File: config.mk
export PLATFORM = sky130hd
export DESIGN_NAME = fx_bus_arb
export DESIGN_NICKNAME = d
export VERILOG_FILES = /design/src/rtl/fx_bus_arb.sv
export SDC_FILE = /design/constraint.sdc
export NUM_CORES = 1
export LEC_CHECK = 0
export ABC_AREA = 0
export CAP_MARGIN = 20
export CORE_ASPECT_RATIO = 0.8
export CORE_MARGIN = 2
export CORE_UTILIZATION = 44
export DETAILED_ROUTE_END_ITERATION = 8
export PLACE_DENSITY_LB_ADDON = 0.05
export SLEW_MARGIN = 5
export SYNTH_ARGS = -nofsm -noshare
export SYNTH_HDL_FRONTEND = slang
export SYNTH_SLANG_ARGS = --single-unit
File: constraint.sdc
create_clock -name clk_sys -period 3.62 [get_ports clk_sys]
set_clock_uncertainty 0.2 [all_clocks]
set_input_delay 0.905 -clock clk_sys [delete_from_list [all_inputs] [get_ports clk_sys]]
set_output_delay 0.905 -clock clk_sys [all_outputs]
set_load 0.01 [all_outputs]
File: src/rtl/fx_bus_arb.sv
// fx_bus_arb -- two-master arbiter for the shared fx register bus.
//
// Grants one single-beat read or write at a time to either m0 (host bridge)
// or m1 (sequencer/debug master), drives the fx strobes/addresses/data, and
// returns read data taken from the OR-combined slave return bus fx_q.
//
// Ports:
//   clk_sys, rst               system clock, asynchronous active-high reset
//   mX_req/we/addr/wdata       master X request (level, held until mX_ack)
//   mX_ack                     one-cycle completion pulse for master X
//   mX_rdata                   read data for master X, valid with mX_ack
//   fx_wr/fx_waddr/fx_data     fx write strobe, address and data
//   fx_rd/fx_raddr             fx read strobe and address
//   fx_q                       OR-combined slave read data
//   busy                       high whenever the arbiter is not idle
//
// Parameters:
//   RD_LAT   cycles from the fx_rd strobe cycle to valid fx_q (1..7)
//   FIX_PRI  0 = round-robin on ties, 1 = m0 always wins a tie

module fx_bus_arb #(
  parameter int unsigned RD_LAT  = 1,
  parameter bit          FIX_PRI = 1'b0
) (
  input  logic        clk_sys,
  input  logic        rst,
  input  logic        m0_req,
  input  logic        m0_we,
  input  logic [15:0] m0_addr,
  input  logic [7:0]  m0_wdata,
  output logic        m0_ack,
  output logic [7:0]  m0_rdata,
  input  logic        m1_req,
  input  logic        m1_we,
  input  logic [15:0] m1_addr,
  input  logic [7:0]  m1_wdata,
  output logic        m1_ack,
  output logic [7:0]  m1_rdata,
  output logic        fx_wr,
  output logic [15:0] fx_waddr,
  output logic [7:0]  fx_data,
  output logic        fx_rd,
  output logic [15:0] fx_raddr,
  input  logic [7:0]  fx_q,
  output logic        busy
);

  localparam logic [2:0] RD_LAT_C = 3'(RD_LAT);

  typedef enum logic [1:0] {
    IDLE  = 2'd0,
    CMD   = 2'd1,
    RWAIT = 2'd2,
    ACK   = 2'd3
  } state_t;

  state_t      state_q, state_d;
  logic        gnt_q, gnt_d;          // 0 = m0, 1 = m1
  logic        we_q, we_d;
  logic        last_gnt_q, last_gnt_d;
  logic [2:0]  cnt_q, cnt_d;
  logic        fx_wr_q, fx_wr_d;
  logic        fx_rd_q, fx_rd_d;
  logic [15:0] fx_waddr_q, fx_waddr_d;
  logic [15:0] fx_raddr_q, fx_raddr_d;
  logic [7:0]  fx_data_q, fx_data_d;
  logic        m0_ack_q, m0_ack_d;
  logic        m1_ack_q, m1_ack_d;
  logic [7:0]  m0_rdata_q, m0_rdata_d;
  logic [7:0]  m1_rdata_q, m1_rdata_d;
  logic        busy_q, busy_d;

  logic        sel_s;
  logic        sel_we_s;
  logic [15:0] sel_addr_s;
  logic [7:0]  sel_wdata_s;

  // Pick the master to grant if the arbiter is idle, and mux its request.
  always_comb begin
    sel_s = 1'b0;
    if (m0_req && m1_req) begin
      // Round-robin favours whichever master did not win last time.
      sel_s = FIX_PRI ? 1'b0 : ~last_gnt_q;
    end else if (m1_req) begin
      sel_s = 1'b1;
    end else begin
      sel_s = 1'b0;
    end
    sel_we_s    = sel_s ? m1_we    : m0_we;
    sel_addr_s  = sel_s ? m1_addr  : m0_addr;
    sel_wdata_s = sel_s ? m1_wdata : m0_wdata;
  end

  // Next-state and next-output logic; all outputs are registered, so each
  // output value is computed for the state being entered.
  always_comb begin
    state_d    = state_q;
    gnt_d      = gnt_q;
    we_d       = we_q;
    last_gnt_d = last_gnt_q;
    cnt_d      = cnt_q;
    fx_wr_d    = 1'b0;
    fx_rd_d    = 1'b0;
    fx_waddr_d = fx_waddr_q;
    fx_raddr_d = fx_raddr_q;
    fx_data_d  = fx_data_q;
    m0_ack_d   = 1'b0;
    m1_ack_d   = 1'b0;
    m0_rdata_d = m0_rdata_q;
    m1_rdata_d = m1_rdata_q;

    case (state_q)
      IDLE: begin
        if (m0_req || m1_req) begin
          gnt_d      = sel_s;
          we_d       = sel_we_s;
          last_gnt_d = sel_s;
          state_d    = CMD;
          if (sel_we_s) begin
            fx_wr_d    = 1'b1;
            fx_waddr_d = sel_addr_s;
            fx_data_d  = sel_wdata_s;
          end else begin
            fx_rd_d    = 1'b1;
            fx_raddr_d = sel_addr_s;
          end
        end else begin
          state_d = IDLE;
        end
      end
      CMD: begin
        if (we_q) begin
          state_d  = ACK;
          m0_ack_d = ~gnt_q;
          m1_ack_d = gnt_q;
        end else begin
          state_d = RWAIT;
          cnt_d   = RD_LAT_C;
        end
      end
      RWAIT: begin
        cnt_d = cnt_q - 3'd1;
        // fx_q is valid in the cycle the counter reaches 1.
        if (cnt_q <= 3'd1) begin
          state_d  = ACK;
          m0_ack_d = ~gnt_q;
          m1_ack_d = gnt_q;
          if (gnt_q) begin
            m1_rdata_d = fx_q;
          end else begin
            m0_rdata_d = fx_q;
          end
        end else begin
          state_d = RWAIT;
        end
      end
      ACK: begin
        state_d = IDLE;
      end
      default: begin
        state_d = IDLE;
      end
    endcase

    busy_d = (state_d != IDLE);
  end

  // State and output registers.
  always_ff @(posedge clk_sys or posedge rst) begin
    if (rst) begin
      state_q    <= IDLE;
      gnt_q      <= 1'b0;
      we_q       <= 1'b0;
      last_gnt_q <= 1'b1;
      cnt_q      <= 3'd0;
      fx_wr_q    <= 1'b0;
      fx_rd_q    <= 1'b0;
      fx_waddr_q <= 16'h0000;
      fx_raddr_q <= 16'h0000;
      fx_data_q  <= 8'h00;
      m0_ack_q   <= 1'b0;
      m1_ack_q   <= 1'b0;
      m0_rdata_q <= 8'h00;
      m1_rdata_q <= 8'h00;
      busy_q     <= 1'b0;
    end else begin
      state_q    <= state_d;
      gnt_q      <= gnt_d;
      we_q       <= we_d;
      last_gnt_q <= last_gnt_d;
      cnt_q      <= cnt_d;
      fx_wr_q    <= fx_wr_d;
      fx_rd_q    <= fx_rd_d;
      fx_waddr_q <= fx_waddr_d;
      fx_raddr_q <= fx_raddr_d;
      fx_data_q  <= fx_data_d;
      m0_ack_q   <= m0_ack_d;
      m1_ack_q   <= m1_ack_d;
      m0_rdata_q <= m0_rdata_d;
      m1_rdata_q <= m1_rdata_d;
      busy_q     <= busy_d;
    end
  end

  assign fx_wr    = fx_wr_q;
  assign fx_rd    = fx_rd_q;
  assign fx_waddr = fx_waddr_q;
  assign fx_raddr = fx_raddr_q;
  assign fx_data  = fx_data_q;
  assign m0_ack   = m0_ack_q;
  assign m1_ack   = m1_ack_q;
  assign m0_rdata = m0_rdata_q;
  assign m1_rdata = m1_rdata_q;
  assign busy     = busy_q;

endmodule

## Word level (Yosys, flattened, before mapping)

Index checks and enable logic that the tools add are counted.

- Add/sub/neg operators: 1
- Magnitude comparators: 1
- Equality and inequality tests: 4
- Mux-type cells: 23
- Bitwise gates (word level): 3
- Reduce and logical (&&, ||, !) cells: 11

Operators by type and width:

| kind | number |
|---|---|
| 1-bit 2-to-1 mux | 16 |
| 16-bit 2-to-1 mux | 1 |
| 3-bit AND reduction | 4 |
| 8-bit 2-to-1 mux | 1 |
| 2-bit one-hot mux with 4 select lines | 1 |
| 3-bit one-hot mux with 2 select lines | 1 |
| 2-bit == test (second input constant) | 2 |
| 1-bit one-hot mux with 2 select lines | 2 |
| 2-bit AND reduction | 2 |
| 2-bit nonzero test | 2 |
| 3-bit by 1-bit <= comparator with 1-bit output (second input constant) | 1 |
| 3-bit 2-to-1 mux | 1 |
| 1-bit NOT | 3 |
| 3-bit by 1-bit subtractor with 3-bit output (second input constant) | 1 |
| 2-bit by 1-bit == test with 1-bit output (second input constant) | 1 |
| 2-bit logical NOT | 1 |
| 2-bit inequality test (second input constant) | 1 |
| 1-bit logical AND | 1 |
| 1-bit logical OR | 1 |

- Register bits: 69
- Word-level logic and storage cells: 58

## Depth between registers and ports, before layout

- Depth after elaboration: 6
- Depth in mapped cells: 7
- Depth with buffers taken out: 5

## Worst setup path before layout

Ideal clock, no wire load.

- Kind: input to register
- Start: input m1_req
- End: register fx_raddr_q[0], in the netlist fx_raddr[0]
- Setup time: 125 ps
- Arrival time: 2042 ps
- Required time: 3295 ps
- Slack: 1253 ps
- Stages: 4
- Cells stage by stage: nor2b_2 o32ai_4 buf_8 mux2_4

- Cells in the longest elaborated chain, start to end: 5
- Elaborated cells on any way between the ends: 8

RTL lines:

| element | RTL line | RTL |
|---|---|---|
| from (decl) | 33 | `input logic m1_req,` |
| 1-bit 2-to-1 mux / 1-bit logical AND (equally long branches) | 84, 81 |  |
| 1-bit 2-to-1 mux | 81 | `if (m0_req && m1_req) begin` |
| 1-bit 2-to-1 mux | 89 | `sel_we_s = sel_s ? m1_we : m0_we;` |
| 1-bit NOT (no source line) | - |  |
| 3-bit AND reduction (no source line) | - |  |
| to (signal assigned) | 195 | `fx_raddr_q <= fx_raddr_d;` |
| to (decl) | 65 | `logic [15:0] fx_raddr_q, fx_raddr_d;` |

Parallel ways exist; a longest one is shown, timed or not.
A chain may end at the register's enable or synchronous reset.

## Worst setup path after layout

- Start: input m0_req
- End: register fx_waddr_q[11], in the netlist fx_waddr[11]

- Cells in the longest elaborated chain, start to end: 4
- Elaborated cells on any way between the ends: 6

RTL lines:

| element | RTL line | RTL |
|---|---|---|
| from (decl) | 27 | `input logic m0_req,` |
| 1-bit logical AND | 81 |  |
| 1-bit 2-to-1 mux | 81 |  |
| 1-bit 2-to-1 mux | 89 |  |
| 3-bit AND reduction (no source line) | - |  |
| to (signal assigned) | 194 | `fx_waddr_q <= fx_waddr_d;` |
| to (decl) | 64 | `logic [15:0] fx_waddr_q, fx_waddr_d;` |

Parallel ways exist; a longest one is shown, timed or not.

==> impl_metrics.env <==
export IMPL_hpwlAfterDp_mm=4.90
export IMPL_cp_arrival_ns=2.76
export IMPL_dp_cells=413
export IMPL_required_ns=3.64
export IMPL_cp_buffers_inverters=2
export IMPL_htreeDepth=3
export IMPL_end_kind="register"
export IMPL_synthCells=204
export IMPL_area_delta_synth_final_pct=46.5
export IMPL_synth_area_sq_mm=0.00325
export IMPL_core_area_sq_mm=0.00729
export IMPL_crit_path_cell_trace="clkdlybuf4s50_1 > a21bo_1 > buf_4 > mux2_2 > mux2_2"
export IMPL_fin_crit_ns=2.74
export IMPL_vdd_ir_drop_worst_uv=432
export IMPL_cts_hold_buf=0
export IMPL_r2r_cells=6
export IMPL_fill_cells=561
export IMPL_regToRegSetupSlack_ns=1.34
export IMPL_placed_area_sq_mm=0.00454
export IMPL_ys_types=29
export IMPL_p_leak_nw=2.10
export IMPL_cts_tree="done"
export IMPL_stdcell_count=428
export IMPL_cts_root_buf="clkbuf_8"
export IMPL_yosysWarnings=0
export IMPL_cp_top_family="buffers and inverters"
export IMPL_timing_hold_ws_ns=0.293
export IMPL_diodes=0
export IMPL_rows=28
export IMPL_holdPathEnd="cnt_q[0]$_DFFE_PP0P_"
export IMPL_critical_path_class="input port to register"
export IMPL_io_buffers=122
export IMPL_die_x_um=100
export IMPL_fin_crit_sh_pct=75.7
export IMPL_stdcell_area_sq_mm=0.00476
export IMPL_rsz0062_at_grt="no"
export IMPL_hp_class="register to register"
export IMPL_grt_pass1_wl_mm=10.6
export IMPL_multi_input_area_sq_mm=0.00140
export IMPL_cp_depth=5
export IMPL_min_from="cnt_q[0]$_DFFE_PP0P_"
export IMPL_finalSetupViolations=0
export IMPL_fmax_mhz=365
export IMPL_path_clk_slew_ns=0.07
export IMPL_r2r_start="state_q[0]$_DFF_PP0_"
export IMPL_tns_ns=0
export IMPL_track_usage_pct=17.5
export IMPL_finish_net_count=400
export IMPL_relSlewSlack_pct=71.5
export IMPL_gp_congestion=0.710
export IMPL_cts_buffer_depth=2
export IMPL_cts_sinks=69
export IMPL_postLayoutSetupSlackWorst_ns=0.880
export IMPL_drc=0
export IMPL_initial_core_util_pct=44.6
export IMPL_ys_seq_area_share_pct=53.1
export IMPL_cts_setup_buffers=0
export IMPL_place_ws_ns=0.525
export IMPL_powerDensity_mw_per_mm2=842
export IMPL_tightest_slew_ns=0.427
export IMPL_grt_max_degree=70
export IMPL_startpoint_type="input port"
export IMPL_drt_wl_total_mm=6.77
export IMPL_finalHoldViolations=0
export IMPL_drt_vias_per_instance=4.86
export IMPL_status="complete, no violations"
export IMPL_cap_violations=0
export IMPL_antenna_found_initial=0
export IMPL_synth_seq_cells=69
export IMPL_drt_wirelength_per_cell_um=15.8
export IMPL_drt_iter0_markers=55
export IMPL_synth_nets=270
export IMPL_final_util_pct=65.4
export IMPL_cts_buffers=9
export IMPL_avgSynthCellArea_sq_um=15.9
export IMPL_regArea_sq_mm=0.00173
export IMPL_drv_slew=0
export IMPL_min_path_cells=1
export IMPL_crit_top_cell="mux2_2"
export IMPL_die_area_sq_mm=0.00810
export IMPL_max_stage_delay_ns=0.56
export IMPL_first_pass_iters=4
export IMPL_cts_resized_gates=0
export IMPL_die_height_um=80.9
export IMPL_r2r_end="fx_waddr[11]$_DFFE_PP0P_"
export IMPL_num_vias=2078
export IMPL_drive_gt1_share_pct=33.1
export IMPL_io_pins=123
export IMPL_clk_insertion_delay_late_ns=0.33
export IMPL_grt_pass1_vias=2107
export IMPL_grt_overflow=0
export IMPL_fin_total_pwr_mw=4.01
export IMPL_ant_nets=0
export IMPL_cp_slowest_cell="clkdlybuf4s50_1"
export IMPL_cp_max_fo=18
-- worst max path at each step --
stage / startpoint / endpoint / slack (ns)
floorplan: rst / busy$_DFF_PP0_ / 0.78
global placement: m0_req / fx_raddr[12]$_DFFE_PP0P_ / 0.58
detailed placement: m0_req / fx_waddr[11]$_DFFE_PP0P_ / 0.52
CTS: m0_req / fx_waddr[11]$_DFFE_PP0P_ / 0.89
global route: m0_req / fx_waddr[11]$_DFFE_PP0P_ / 0.82
finish: m0_req / fx_waddr[11]$_DFFE_PP0P_ / 0.88
-- routing by layer --
| layer | track usage [%] | part of all wire [%] | vias up |
|---|---|---|---|
| li1 | - | - | 978 |
| met2 | 26.8 | 46 | 79 |
| met3 | 6.88 | 7.5 | 2 |
| met1 | 23.1 | 46 | 1019 |
| met5 | 0 | 0 | - |
| met4 | 5.34 | 0.52 | 0 |
-- cells in the mapped netlist --
cell       number  area share [%]
a21oi_1         2            0.31
a21bo_1         1            0.31
buf_4           1            0.23
ha_1            4             1.5
mux2_4         43              20
inv_2           1            0.12
dfrtp_1        68              52
nand2b_1        3            0.58
a22oi_1         1            0.23
mux2i_1         1            0.31
o32ai_4         2             1.7
mux2_2         36              12
buf_2           1            0.15
nor2_8          2             1.2
mux2_1          1            0.35
nor2b_2         1            0.27
or3b_2          1            0.27
dfstp_2         1            0.81
o2bb2ai_1       1            0.27
a22o_1          2            0.54
buf_12          1            0.62
buf_6           4             1.4
or2_2           1            0.19
inv_1           8            0.92
buf_8           1            0.46
nor2_1          3            0.35
a21bo_2         3            0.92
o21ai_0         4            0.62
nand2_1         6            0.69
-- registers in the layout, indices dropped and copies added, names as in the netlist --
register and flops:
last_gnt_q 1, m1_rdata 8, we_q 1, busy 1, fx_rd 1, m1_ack 1
m0_ack 1, fx_data 8, m0_rdata 8, fx_wr 1, gnt_q 1, fx_waddr 16
fx_raddr 16, state_q 2, cnt_q 3
-- layout by cell type (no fill, tap or decap) --
master	count
nor2_8	2
mux2_4	43
o32ai_4	2
o2bb2ai_1	1
a21oi_1	2
nand2b_1	3
nor2b_2	1
dfstp_2	1
nand2_1	6
or2_2	1
buf_12	1
mux2_2	36
mux2_1	1
buf_4	4
nor2_1	3
dfrtp_1	68
a22oi_1	1
inv_1	7
ha_1	4
clkdlybuf4s50_1	122
inv_2	2
inv_6	2
clkinv_2	1
a21bo_1	1
clkbuf_8	10
mux2i_1	1
bufinv_16	2
o21ai_0	4
a22o_1	2
a21bo_2	3
or3b_2	1
-- report_power, final --
| group | internal [mW] | switching, mW |
|---|---|---|
| sequential | 1.16 | 0.213 |
| clock | 0.407 | 0.289 |
| combinational | 1.22 | 0.720 |
| total | 2.79 | 1.22 |
-- layout make-up --
type / count / area share [%]
timing repair buffer: 127 / 26.7
inverter: 9 / 0.709
clock buffer: 10 / 2.89
sequential: 69 / 36.3
tap: 90 / 2.36
multi-input combinational: 118 / 29.3
clock inverter: 5 / 1.73
-- kinds of logic (layout without fill, tap and decap cells) --
kind of cell	after synthesis	in the layout	synth area share, %
and+or+nand+nor	17	17	3.58
muxes	81	81	33.0
DFF	69	69	53.1
adders and majority gates	4	4	1.54
AOI/OAI and AO/OA	16	16	4.89
buffers and inverters	17	151	3.89
(Power assumes the default switching activity.)
